--- config.mk ---
export PLATFORM = sky130hd
export DESIGN_NAME = mix_columns_seq
export DESIGN_NICKNAME = d
export VERILOG_FILES = /design/src/rtl/aes_pkg.sv /design/src/rtl/mix_single_column.sv /design/src/rtl/mix_columns_seq.sv
export SDC_FILE = /design/constraint.sdc
export NUM_CORES = 1
export LEC_CHECK = 0
export BUFFER_PORTS_ARGS = -buffer_cell sky130_fd_sc_hd__buf_2
export CAP_MARGIN = 15
export CORE_AREA = 2 2 170 172
export CTS_BUF_LIST = sky130_fd_sc_hd__clkbuf_4 sky130_fd_sc_hd__clkbuf_8 sky130_fd_sc_hd__clkbuf_16
export CTS_CLUSTER_SIZE = 40
export DETAILED_ROUTE_END_ITERATION = 6
export DIE_AREA = 0 0 172 174
export PLACE_DENSITY_LB_ADDON = 0.1
export RECOVER_POWER = 25
export SLEW_MARGIN = 25
export SYNTH_ARGS = -nofsm -noshare
export SYNTH_HDL_FRONTEND = slang
export SYNTH_HIERARCHICAL = 1
export SYNTH_SLANG_ARGS = --single-unit
--- constraint.sdc ---
create_clock -name clk -period 4.8 [get_ports clk]
set_input_delay 0.72 -clock clk [delete_from_list [all_inputs] [get_ports clk]]
set_output_delay 0.72 -clock clk [all_outputs]
set_load 0.02 [all_outputs]
--- src/rtl/aes_pkg.sv ---
// Shared AES types, FSM encoding and GF(2^8) helpers for the MixColumns stage.
package aes_pkg;

    typedef logic [127:0] aes_state_t;
    typedef logic [31:0]  aes_col_t;
    typedef logic [7:0]   aes_byte_t;

    typedef enum logic [1:0] {
        IDLE = 2'd0,
        BUSY = 2'd1,
        DONE = 2'd2
    } mc_state_t;

    localparam aes_byte_t AES_POLY = 8'h1B;

    // Multiply by x in GF(2^8) modulo x^8+x^4+x^3+x+1.
    function automatic aes_byte_t xtime(input aes_byte_t b);
        return {b[6:0], 1'b0} ^ (b[7] ? AES_POLY : 8'h00);
    endfunction

endpackage

--- src/rtl/mix_single_column.sv ---
// Combinational (Inv)MixColumns of one 32-bit column, row 0 in the MSB byte.
// MIX_COLUMNS_INV_EN adds inv_i selecting the inverse matrix.
module mix_single_column
    import aes_pkg::*;
(
    input  aes_col_t col_i,
`ifdef MIX_COLUMNS_INV_EN
    input  logic     inv_i,
`endif
    output aes_col_t col_o
);

    aes_byte_t a_s  [4];
    aes_byte_t x2_s [4];
    aes_byte_t fwd_s[4];
`ifdef MIX_COLUMNS_INV_EN
    aes_byte_t x4_s [4];
    aes_byte_t x8_s [4];
    aes_byte_t inv_s[4];
`endif

    for (genvar i = 0; i < 4; i++) begin : g_byte
        assign a_s[i]  = col_i[31-8*i -: 8];
        assign x2_s[i] = xtime(a_s[i]);
`ifdef MIX_COLUMNS_INV_EN
        assign x4_s[i] = xtime(x2_s[i]);
        assign x8_s[i] = xtime(x4_s[i]);
`endif
    end

    // Each output row is the circulant matrix row rotated by its index.
    for (genvar r = 0; r < 4; r++) begin : g_row
        localparam int R1 = (r + 1) % 4;
        localparam int R2 = (r + 2) % 4;
        localparam int R3 = (r + 3) % 4;

        assign fwd_s[r] = x2_s[r] ^ (x2_s[R1] ^ a_s[R1]) ^ a_s[R2] ^ a_s[R3];
`ifdef MIX_COLUMNS_INV_EN
        assign inv_s[r] = (x2_s[r]  ^ x4_s[r]  ^ x8_s[r])
                        ^ (a_s[R1]  ^ x2_s[R1] ^ x8_s[R1])
                        ^ (a_s[R2]  ^ x4_s[R2] ^ x8_s[R2])
                        ^ (a_s[R3]  ^ x8_s[R3]);
        assign col_o[31-8*r -: 8] = inv_i ? inv_s[r] : fwd_s[r];
`else
        assign col_o[31-8*r -: 8] = fwd_s[r];
`endif
    end

endmodule

--- src/rtl/mix_columns_seq.sv ---
// Sequential AES MixColumns stage: COLS_PER_CYCLE columns per clock, valid/ready
// on both sides, per-transfer bypass. MIX_COLUMNS_INV_EN adds in_inv (InvMixColumns).
module mix_columns_seq
    import aes_pkg::*;
#(
    parameter int COLS_PER_CYCLE = 1
) (
    input  logic         clk,
    input  logic         n_rst,
    input  logic         in_valid,
    output logic         in_ready,
    input  logic [127:0] in_data,
    input  logic         in_bypass,
`ifdef MIX_COLUMNS_INV_EN
    input  logic         in_inv,
`endif
    output logic         out_valid,
    input  logic         out_ready,
    output logic [127:0] out_data
);

    localparam int         N        = 4 / COLS_PER_CYCLE;
    localparam logic [1:0] LAST_CNT = 2'(N - 1);

    mc_state_t  state_q;
    aes_state_t data_q;
    aes_state_t mixed_d;
    logic [1:0] col_cnt_q;
    logic       bypass_q;
    logic       ready_en_q;
    logic       out_valid_q;
    logic       accept_s;
`ifdef MIX_COLUMNS_INV_EN
    logic       inv_q;
`endif

    logic [1:0] col_idx_s [COLS_PER_CYCLE];
    aes_col_t   col_in_s  [COLS_PER_CYCLE];
    aes_col_t   col_out_s [COLS_PER_CYCLE];

    // Column mux: slot j works on column col_cnt*COLS_PER_CYCLE + j.
    for (genvar j = 0; j < COLS_PER_CYCLE; j++) begin : g_col
        assign col_idx_s[j] = 2'(32'(col_cnt_q) * COLS_PER_CYCLE + j);
        assign col_in_s[j]  = data_q[{col_idx_s[j], 5'd0} +: 32];

        mix_single_column u_mix (
            .col_i (col_in_s[j]),
`ifdef MIX_COLUMNS_INV_EN
            .inv_i (inv_q),
`endif
            .col_o (col_out_s[j])
        );
    end

    // Merge the freshly mixed columns back into the working state.
    always_comb begin
        mixed_d = data_q;
        for (int j = 0; j < COLS_PER_CYCLE; j++) begin
            mixed_d[{col_idx_s[j], 5'd0} +: 32] = col_out_s[j];
        end
    end

    // Input readiness; held low until the first clock after reset release.
    always_comb begin
        in_ready = 1'b0;
        case (state_q)
            IDLE:    in_ready = ready_en_q;
            BUSY:    in_ready = 1'b0;
            DONE:    in_ready = out_ready;
            default: in_ready = 1'b0;
        endcase
    end

    assign accept_s  = in_valid & in_ready;
    assign out_valid = out_valid_q;
    assign out_data  = data_q;

    // Control FSM and datapath registers.
    always_ff @(posedge clk or negedge n_rst) begin
        if (!n_rst) begin
            state_q     <= IDLE;
            data_q      <= '0;
            col_cnt_q   <= 2'd0;
            bypass_q    <= 1'b0;
            ready_en_q  <= 1'b0;
            out_valid_q <= 1'b0;
`ifdef MIX_COLUMNS_INV_EN
            inv_q       <= 1'b0;
`endif
        end else begin
            ready_en_q <= 1'b1;
            if (accept_s) begin
                // Covers both a fresh start from IDLE and pop-plus-accept in DONE.
                data_q      <= in_data;
                bypass_q    <= in_bypass;
                col_cnt_q   <= 2'd0;
                state_q     <= in_bypass ? DONE : BUSY;
                out_valid_q <= in_bypass;
`ifdef MIX_COLUMNS_INV_EN
                inv_q       <= in_inv;
`endif
            end else begin
                case (state_q)
                    IDLE: state_q <= IDLE;
                    BUSY: begin
                        if (!bypass_q) begin
                            data_q <= mixed_d;
                        end
                        if (col_cnt_q == LAST_CNT) begin
                            col_cnt_q   <= 2'd0;
                            state_q     <= DONE;
                            out_valid_q <= 1'b1;
                        end else begin
                            col_cnt_q <= col_cnt_q + 2'd1;
                        end
                    end
                    DONE: begin
                        if (out_ready) begin
                            state_q     <= IDLE;
                            out_valid_q <= 1'b0;
                        end
                    end
                    default: begin
                        state_q     <= IDLE;
                        out_valid_q <= 1'b0;
                    end
                endcase
            end
        end
    end

endmodule
=== Word-level counts from Yosys, hierarchy flattened ===
Index checks and enable logic that the tools add are counted.

* Word-level logic and storage cells: 65
* Bits in registers: 135
* Input bits: 133

* Shifts and indexed selects: 3
* $add $sub $neg: 2
* Eq/ne operators: 7
* Reduce and logical (&&, ||, !) cells: 5
* Muxes and demuxes: 21
* Bitwise gates (word level): 21

{| class="wikitable"
|+ Operators by type and width
! operator !! number
|-
| 128-bit two-way mux || 3
|-
| 8-bit XOR || 20
|-
| 128-bit bitwise mux || 1
|-
| 32-bit by 9-bit variable shift with 128-bit output (first input constant) || 1
|-
| 128-bit by 8-bit variable part select with 32-bit output || 1
|-
| 32-bit by 9-bit variable part select with 128-bit output || 1
|-
| 5-bit two-way mux || 4
|-
| 2-bit two-way mux || 7
|-
| 7-bit negator with 9-bit output || 1
|-
| 3-bit inequality test (second input constant) || 2
|-
| 2-bit equality test (second input constant) || 2
|-
| 2-bit case mux with 2 select lines || 1
|-
| 2-bit AND reduction || 2
|-
| 1-bit two-way mux || 3
|-
| 1-bit case mux with 3 select lines || 1
|-
| 3-bit AND reduction || 1
|-
| 2-bit by 1-bit adder with 2-bit output (second input constant) || 1
|-
| 2-bit by 1-bit equality test with 1-bit output (second input constant) || 1
|-
| 2-bit zero test || 1
|-
| 2-bit by 1-bit inequality test with 1-bit output (second input constant) || 1
|-
| 2-bit inequality test (second input constant) || 1
|-
| 1-bit case mux with 2 select lines || 1
|-
| 2-bit nonzero test || 1
|-
| 1-bit bitwise AND || 1
|}

=== Depth between registers and ports, before layout ===
Gate-level depths: netlist of the first run.

* Depth in word-level cells: 12
* Mapped depth: 9
* Depth with buffers taken out: 5

=== Modules after synthesis ===
The synthesis of the first run kept the hierarchy.

{| class="wikitable"
|+ By module, submodules not included
! module !! cells an instance !! times used !! area each (sq um) !! sequential area each (sq um)
|-
| mix_columns_seq || 535 || 1 || 6965.4 || 3378.2
|-
| mix_single_column || 75 || 1 || 1310.0 || 0.0
|}

=== Least setup slack after synthesis of the first run ===
No wires, ideal clock.

* Kind: reg2reg
* From: register col_cnt_q[0]
* To: register data_q[124], in the netlist out_data[124]
* Slack: 1.960 ns
* Data required time: 4.674 ns
* Cell stages (with the launch flop): 8
* Clock period less this slack: 2.840 ns
* Setup time: 0.126 ns
* Data arrival time: 2.714 ns
* Cell sequence: dfrtp_1 -> buf_2 -> buf_2 -> mux4_2 -> xnor2_1 -> xnor3_1 -> and3_1 -> a221o_1

{| class="wikitable"
|+ RTL lines
! item !! RTL line !! RTL
|-
| start: declaration || mix_columns_seq.sv:28 || <nowiki>logic [1:0] col_cnt_q;</nowiki>
|-
| start signal: assignment || mix_columns_seq.sv:114 || <nowiki>col_cnt_q <= col_cnt_q + 2'd1;</nowiki>
|-
| end signal: assignment || mix_columns_seq.sv:94 || <nowiki>data_q <= in_data;</nowiki>
|-
| end signal: assignment || mix_columns_seq.sv:107 || <nowiki>data_q <= mixed_d;</nowiki>
|-
| end: declaration || mix_columns_seq.sv:26 || <nowiki>aes_state_t data_q;</nowiki>
|}

==> results.json, run 1 <==
{
  "run_status": "finished with violations",
  "violations": "capacitance limit, slew limit",
  "grt_pass1_vias": 7783,
  "place_congestion": 0.861,
  "layout_min_cycle_time_ns": 3.42,
  "viasPerCell": 5.77,
  "postSynthCellCount": 610,
  "initialDrtViolationCount": 668,
  "die_h_um": 174,
  "yosys.area.top_type": "dfrtp_1",
  "syn_area_per_cell_um2": 13.6,
  "cap_violations": 2,
  "dr_total_vias": 7149,
  "nets": 979,
  "postCtsSetupBuffers": 0,
  "cts.clk_slew.worst_paths_ns": 0.06,
  "ff2ff_setup_slack_ns": 1.38,
  "clockBufferDepth": 2,
  "max_slew_margin_pct": -36.9,
  "worst_pin_slew_ns": 2.05,
  "cts_resized": 0,
  "dp_hpwl_mm": 24.8,
  "die_area_um2": 29900,
  "ios": 263,
  "worstSetupStartpointType": "flip-flop",
  "grt_usage_pct": 23.9,
  "setup_violations": 0,
  "timing.fmax_mhz": 293,
  "cts_tree": "done",
  "yosysWarnings": 6,
  "drc": 0,
  "diodes": 0,
  "synth_area_leaders": "dfrtp_1 (41%), a221o_1 (12%), xnor3_1 (9.0%)",
  "hold_viol_final": 0,
  "post-route-period-util_pct": 71.2,
  "rsz0062_at_grt": "no",
  "die_x_um": 172,
  "crit_path_end_kind": "flip-flop",
  "min_path_type": "input pin to asynchronous set/reset pin",
  "numPortBuffers": 262,
  "start_util_pct": 29.3,
  "grt_max_degree": 75,
  "yosysUniqueCellTypes": 40,
  "dp.cells": 1207,
  "rows": 62,
  "layout_common_cells": "buf_2 (261), dfrtp_1 (133), a221o_1 (100)",
  "crit_path_max_incr_delay_ns": 0.83,
  "core_area_um2": 28200,
  "worstPathCellList": "buf_4 > mux4_2 > xnor2_1 > xor3_1 > and3_1 > a221o_1",
  "clkLatencyLatePin_ns": 0.42,
  "wirelength_mm": 35.8,
  "fin_worst_skew_ns": 0.00967,
  "slew_viol_final": 72,
  "layout_commonest_cell": "buf_2",
  "stdcell_count": 1239,
  "critPathSlowestCell": "dfrtp_4",
  "cts_buffers": 17,
  "reg2reg_depth": 6,
  "grt_pass1_wl_mm": 51.9,
  "firstDrtPassIters": 5,
  "ys_ff_latch": 135,
  "drive_above_1_share_pct": 45.8,
  "syn_to_final_growth_pct": 27.4,
  "root_buffer": "clkbuf_16",
  "syn_area_um2": 8280,
  "wl_per_cell_um": 28.9,
  "fillCellCount": 2792,
  "setup_tns_ns": 0,
  "syn_nets": 747,
  "synth.top_cell.area_share_pct": 40.8,
  "crit_path_max_fanout": 30,
  "critical_path_class": "flip-flop to flip-flop",
  "r2r-start": "col_cnt_q[0]",
  "cp.required_ns": 5.11,
  "drtAntennaViolNets": 0,
  "htreeDepth": 4,
  "rr_endpoint": "out_data[90]",
  "grt_overflow": 0,
  "critPathArrivalTime_ns": 3.72,
  "ys_seq_area_share_pct": 40.8,
  "ctsHoldBuffers": 0,
  "cts.sinks": 135,
  "antenna_found_initial": 0
}
[cell type report]
class,instances,area (µm²),share of cell area [%]
timing repair buffer,276,1440,13.6
multi-input combinational,410,4590,43.6
tap,384,480,4.56
inverter,2,7.51,0.0712
clock buffer,21,474,4.50
clock inverter,11,171,1.63
sequential,135,3380,32.1
[metrics by stage]
step	setup slack, ns	cell area (µm²)	hold slack (ns)	util [%]
final	1.38	10500	0.313	37.3
after CTS	1.06	10600	0.322	37.4
after detailed placement	1.07	9900	0.520	35.1
after floorplan	1.96	8280	0.424	-
after global placement	1.13	9870	0.522	35.0
after global routing	1.22	10500	0.356	37.3
[worst max path at each step]
stage / startpoint / to / slack, ns / cells after the start
after floorplan: col_cnt_q[0] / out_data[124] / 1.96 / 7
after global placement: col_cnt_q[0] / out_data[90] / 1.13 / 6
after detailed placement: col_cnt_q[0] / out_data[90] / 1.07 / 6
after CTS: col_cnt_q[0] / out_data[90] / 1.06 / 6
after global routing: col_cnt_q[0] / out_data[90] / 1.22 / 6
final: col_cnt_q[0] / out_data[90] / 1.38 / 6
[worst max-delay path: cells and delay by family (launching register included)]
family | cells | cell delay [ns]
multiplexers | 1 | 0.65
flip-flops | 1 | 0.83
buffers and inverters | 1 | 0.39
XOR/XNOR | 2 | 0.93
AO/OA/AOI/OAI | 1 | 0.27
AND/OR/NAND/NOR | 1 | 0.21
[flip-flops by register name, indices dropped and copies added (netlist names)]
signal / count
out_data: 128
col_cnt_q: 2
state_q: 2
bypass_q: 1
out_valid: 1
ready_en_q: 1
[cells by family (layout without fill, tap and decap cells)]
logic type / count (synthesis) / in the layout / synth area share, %
fa+ha+maj: 4 / 4 / 0.605
mux: 35 / 35 / 9.25
flops: 135 / 135 / 40.8
simple gates: 130 / 130 / 9.93
xor+xnor: 73 / 73 / 15.7
other cells: 1 / 1 / 0.0453
compound gates: 167 / 167 / 19.3
buf+inv: 65 / 310 / 4.31
[synthesized netlist by cell type, drive strengths merged]
cell type,count
a21o,27
a21oi,7
a221o,100
and2,1
and3,98
and3b,1
and4bb,5
buf,36
clkbuf,27
conb,1
dfrtp,135
ha,4
inv,2
mux2,2
mux2i,1
mux4,32
nand2,7
nand2b,2
nand3,6
nand4bb,1
nor2,4
nor2b,2
nor3b,2
o211ai,3
o21ai,1
o221a,28
o22ai,1
or3,1
xnor2,18
xnor3,34
xor2,12
xor3,9
[layer usage]
| layer | vias up | global-route usage, % | wire length (µm) |
|---|---|---|---|
| met5 | - | 0 | 0 |
| met4 | 0 | 7.04 | 756 |
| met3 | 59 | 4.74 | 2600 |
| met2 | 385 | 39.6 | 17600 |
| met1 | 3736 | 31.6 | 14800 |
| li1 | 2969 | - | - |
Power of run 1 is left out: the tool's default activity adds up to more than one toggle a clock period on the data nets, which glitch-free logic cannot reach.
==> run 2, diff against run 1 <==
Settings changed: ABC_AREA set to 1, CORE_AREA 2 2 170 172 to 2 2 189 191, DIE_AREA 0 0 172 174 to 0 0 191 193.
Clock period 4.8 ns to 3.4 ns, I/O delays scaled along.
==> run 2 against run 1 <==
Compared with the run above: the run ends with DRC, capacitance limit, slew limit left; maximum frequency rose by 14%; global-route usage rose by 2.1 points; setup slack got worse by 0.99 ns; register-to-register slack got worse by 0.99 ns; largest cell class unchanged; die area rose by 23%.
==> results.json, run 2 <==
{
  "min_to": "state_q[0]",
  "muxShareOfSynthArea_pct": 0,
  "path_delay_family": "buffers and inverters",
  "synth_area_leaders": "dfrtp_1 (33%), nand2_1 (22%), nand3_1 (6.5%)",
  "nets": 1987,
  "cts.clk_slew.worst_paths_ns": 0.07,
  "fin_worst_skew_ns": 0.0139,
  "grt_pass1_vias": 11135,
  "antenna_found_initial": 0,
  "path_depth": 16,
  "reg2reg_depth": 16,
  "rr_endpoint": "out_data[32]",
  "synth_compound_area_share_pct": 15.8,
  "slew_viol_final": 67,
  "dp_hpwl_mm": 34.0,
  "ys_top_cells_by_count": "nand2_1 (593), nor2_1 (162), dfrtp_1 (135)",
  "dr_total_vias": 11861,
  "drive_above_1_share_pct": 22.8,
  "synthFlopType": "dfrtp_1",
  "yosysMostFrequentCell": "nand2_1",
  "crit_path_max_fanout": 26,
  "post-route-util_pct": 36.6,
  "setup_tns_ns": 0,
  "synth.top_cell.area_share_pct": 32.9,
  "ys_seq_area_share_pct": 32.9,
  "syn_area_per_cell_um2": 6.34,
  "yosysWarnings": 6,
  "critical_path_class": "flip-flop to flip-flop",
  "cap_violations": 1,
  "hold_start": "in_bypass",
  "die_h_um": 193,
  "critPathArrivalTime_ns": 3.38,
  "viasPerCell": 5.10,
  "syn_nets": 1758,
  "start_util_pct": 29.4,
  "ff2ff_setup_slack_ns": 0.39,
  "timing.fmax_mhz": 332,
  "ys_ff_latch": 135,
  "hold_depth": 2,
  "fillCellCount": 3897,
  "synthXorXnorAreaFrac_pct": 3.48,
  "r2r-start": "col_cnt_q[1]",
  "yosysUniqueCellTypes": 37,
  "max_slew_margin_pct": -27.5,
  "hold_viol_final": 0,
  "syn_area_um2": 10300,
  "critPathBufInv": 4,
  "violations": "DRC, capacitance limit, slew limit",
  "run_status": "finished with violations",
  "worst_pin_slew_ns": 1.91,
  "grt_pass1_wl_mm": 71.3,
  "synth_edf_count": 0,
  "syn_to_final_growth_pct": 24.6,
  "seq_area_um2": 3380,
  "crit_path_max_incr_delay_ns": 0.49,
  "rows": 69,
  "largest_register_ffs": 128,
  "grt_usage_pct": 26.0,
  "synth-adder-area-share_pct": 0.487,
  "die_area_um2": 36900,
  "multi_input_area_um2": 5880,
  "worstPathCellList": "inv_1 > buf_4 > o21ai_0 > o22ai_1 > buf_4 > inv_2 > nand2_1 > nand3_1 > nand2_1 > xor2_1 > nand2_1 > nor2_1 > nand3_1 > nand2_1 > nand2_1 > nand2_1",
  "cts_resized": 0,
  "layout_commonest_cell": "nand2_1",
  "grt_max_degree": 89,
  "htreeDepth": 4,
  "async_flop_share_pct": 100,
  "path_common_cell": "nand2_1",
  "ctsHoldBuffers": 0,
  "place_congestion": 0.912,
  "grt_overflow": 0,
  "cts_buffers": 17,
  "crit_path_end_kind": "flip-flop",
  "setup_violations": 0,
  "worstSetupStartpointType": "flip-flop",
  "cts.sinks": 135,
  "core_area_um2": 35000,
  "clockBufferDepth": 2,
  "firstDrtPassIters": 7,
  "synth_simple_gate_area_share_pct": 37.2,
  "critPathSlowestCell": "xor2_1",
  "post-route-period-util_pct": 88.5,
  "wirelength_mm": 48.1,
  "postCtsSetupBuffers": 0,
  "wl_per_cell_um": 20.7,
  "clkLatencyLatePin_ns": 0.44,
  "ios": 263,
  "layout_min_cycle_time_ns": 3.01,
  "min_path_type": "input pin to flip-flop",
  "rsz0062_at_grt": "no",
  "yosys.area.top_type": "dfrtp_1",
  "postSynthCellCount": 1621,
  "root_buffer": "clkbuf_16",
  "initialDrtViolationCount": 988,
  "drc": 1,
  "die_x_um": 191,
  "cp.required_ns": 3.77,
  "layout_common_cells": "nand2_1 (593), buf_2 (261), nor2_1 (161)",
  "diodes": 0,
  "synth_top_family_by_area": "simple AND/OR/NAND/NOR gates",
  "cts_tree": "done",
  "drtAntennaViolNets": 0,
  "numPortBuffers": 262
}
-- run 2: changes by cell type in the layout (fill, tap and decap cells not counted), sizes merged, moves of 33 or more --
cell    change
a221o     -100
and3       -98
buf        +46
inv       +123
nand2     +593
nand3     +129
nor2      +159
o211ai     +61
o21ai     +137
o22ai      +57
or2        +33
xnor3      -34
-- run 2: metal layers --
layer  GRT usage, %  wire length (µm)  part of all wire [%]  vias to the layer above
met1           36.2             21600                    45                     5645
met3           3.48              3230                   6.7                       38
met2           42.9             22600                    47                      511
li1               -                 -                     -                     5667
met4           5.34               646                   1.3                        0
met5              0                 0                     0                        -
-- run 2: worst reg2reg max path, stage by stage (launching register included) --
cell and delay, ns:
dfrtp_1 0.43, inv_1 0.09, buf_4 0.34, o21ai_0 0.17, o22ai_1 0.21, buf_4 0.27
inv_2 0.15, nand2_1 0.10, nand3_1 0.07, nand2_1 0.08, xor2_1 0.49, nand2_1 0.15
nor2_1 0.11, nand3_1 0.10, nand2_1 0.09, nand2_1 0.05, nand2_1 0.05
-- run 2: cells by family after synthesis --
logic type      after synthesis
buf+inv                     239
compound gates              265
xor+xnor                     40
other cells                   1
fa+ha+maj                     4
simple gates                937
flops                       135
-- run 2: worst max path at each step --
stage,startpoint,to
6_report,col_cnt_q[1],out_data[32]
5_1_grt,n_rst,out_data[84]
4_1_cts,col_cnt_q[1],out_data[96]
3_5_place_dp,col_cnt_q[1],out_data[96]
3_3_place_gp,col_cnt_q[0],out_data[96]
2_1_floorplan,col_cnt_q[0],out_data[114]
-- run 2: final cells by class --
| type | instances | share of cell area (%) |
|---|---|---|
| multi-input cells | 1247 | 46.0 |
| flip-flops and latches | 135 | 26.4 |
| repair buffers | 324 | 14.5 |
| well taps | 461 | 4.51 |
| inverters | 125 | 3.69 |
| clock buffers | 21 | 3.61 |
| clock inverters | 11 | 1.34 |
-- run 2: metrics by stage --
stage | cell area [µm²] | hold WS (ns) | std cells | setup slack, ns
2_1_floorplan | 10300 | 0.214 | 1621 | 0.910
6_report | 12800 | 0.277 | 2324 | 0.392
5_1_grt | 12800 | 0.267 | 2324 | 0.135
3_5_place_dp | 12200 | 0.470 | 2292 | 0.471
3_3_place_gp | 12200 | 0.479 | 2292 | 0.476
4_1_cts | 12800 | 0.106 | 2324 | 0.447
Power of run 2 is left out for the same reason.
==> run 3, diff against run 2 <==
Settings changed: SETUP_SLACK_MARGIN set to 0.5.
==> run 3 against run 2 <==
Compared with the run above: largest cell class unchanged; routed wire length grew 1.5%; cell count rose by 0.34%; non-clock buffer count increased by 8; sequential share of layout area down 0.39 points; critical path depth down 2; clock skew increased by 0.00069 ns; the flow finishes with violations (capacitance limit, slew limit); maximum frequency is 9.4% higher; critical path type unchanged.
==> results.json, run 3 (synthesized netlist as in run 2, its figures left out) <==
{
  "violations": "capacitance limit, slew limit",
  "drc": 0,
  "hold_viol_final": 0,
  "layout_common_cells": "nand2_1 (592), buf_2 (261), nor2_1 (161)",
  "nets": 1995,
  "post-place-ws_ns": 0.471,
  "grt_usage_pct": 26.0,
  "grtUsageMet2_pct": 42.9,
  "cts.clk_slew.worst_paths_ns": 0.07,
  "setup_tns_ns": 0,
  "grt_pass1_vias": 11131,
  "cap_violations": 1,
  "syn_to_final_growth_pct": 26.5,
  "clockBufferDepth": 2,
  "cts.sinks": 135,
  "use_met3_pct": 3.48,
  "die_area_um2": 36900,
  "cts_tree": "done",
  "worst_pin_slew_ns": 1.97,
  "post-route-period-util_pct": 80.9,
  "critical_path_class": "flip-flop to flip-flop",
  "slew_viol_final": 66,
  "layout_min_cycle_time_ns": 2.75,
  "initialDrtViolationCount": 982,
  "antenna_found_initial": 0,
  "run_status": "finished with violations",
  "fin_worst_skew_ns": 0.0146,
  "post-route-util_pct": 37.2,
  "viasPerCell": 5.12,
  "grt_max_degree": 89,
  "root_buffer": "clkbuf_16",
  "wirelength_mm": 48.8,
  "numPortBuffers": 262,
  "start_util_pct": 29.4,
  "die_x_um": 191,
  "rsz0062_at_grt": "no",
  "layout_commonest_cell": "nand2_1",
  "largest_register_ffs": 128,
  "drive_above_1_share_pct": 23.4,
  "dr_total_vias": 11947,
  "drtAntennaViolNets": 0,
  "max_slew_margin_pct": -31.5,
  "gr-max-usage-layer": "met2",
  "htreeDepth": 4,
  "ctsHoldBuffers": 0,
  "setup_violations": 0,
  "rows": 69,
  "grt_overflow": 0,
  "setup_slack_ns": 0.650,
  "cts_buffers": 17,
  "die_h_um": 193,
  "crit_path_end_kind": "flip-flop",
  "ios": 263,
  "critPathArrivalTime_ns": 3.13,
  "grt_pass1_wl_mm": 71.3,
  "worstSetupStartpointType": "flip-flop",
  "firstDrtPassIters": 5,
  "timing.fmax_mhz": 364,
  "dp_hpwl_mm": 34.0,
  "min_path_type": "input pin to flip-flop",
  "grt_use_met1_pct": 36.2,
  "crit_path_max_fanout": 35,
  "clkLatencyLatePin_ns": 0.44,
  "fillCellCount": 3884,
  "place_congestion": 0.912,
  "core_area_um2": 35000,
  "cp.required_ns": 3.78,
  "wl_per_cell_um": 20.9,
  "diodes": 0
}
## run 3: what timing repair did
action,4_1_cts,5_1_grt
endpoints found under the setup margin,5,59
pin swaps,0,1
buffers inserted,0,5
gates resized for setup,3,16
cloned,0,3
## run 3: area by class of cell
class	instances	area (µm²)	area share, %
Sequential cell	135	3380	26.0
Clock buffer	21	462	3.55
Timing Repair Buffer	332	2010	15.4
Clock inverter	11	171	1.32
Tap cell	461	577	4.44
Multi-Input combinational cell	1247	5910	45.5
Inverter	125	489	3.76
## run 3: final timing paths
kind / depth (start not counted) / startpoint / end / slack (ns)
worst max-delay path: 14 / col_cnt_q[0] / out_data[102] / 0.65
min in group asynchronous: 1 / n_rst / out_data[101] / 0.59
worst min-delay path: 2 / in_bypass / state_q[0] / 0.28
worst min register to register: 2 / out_valid / out_valid / 0.49
worst max register to register: 14 / col_cnt_q[0] / out_data[102] / 0.65
max in group asynchronous: 2 / n_rst / col_cnt_q[0] / 1.37
## run 3: through the flow
step,area [µm²],hold slack [ns],instances
after floorplan,10300,0.214,1621
after global placement,12200,0.479,2292
after detailed placement,12200,0.470,2292
after CTS,12800,0.106,2324
after global routing,13000,0.267,2332
final,13000,0.276,2332
## run 3: critical path, stage by stage (launching register included)
cell       delay (ns)
dfrtp_2          0.48
buf_4            0.17
clkbuf_16        0.25
o21ai_0          0.13
o22ai_1          0.28
buf_4            0.24
xor2_1           0.21
nand2_1          0.10
nand2_1          0.06
nand2_1          0.04
nand2_1          0.24
nand2_1          0.12
o21ai_0          0.17
nand3_1          0.09
nand2_1          0.08
## run 3: per-layer routing
layer  vias up  share of wire, %
li1       5685                 -
met1      5707                45
met2       510                47
met3        45               6.8
met4         0               1.5
met5         -                 0
Power of run 3 is left out for the same reason.
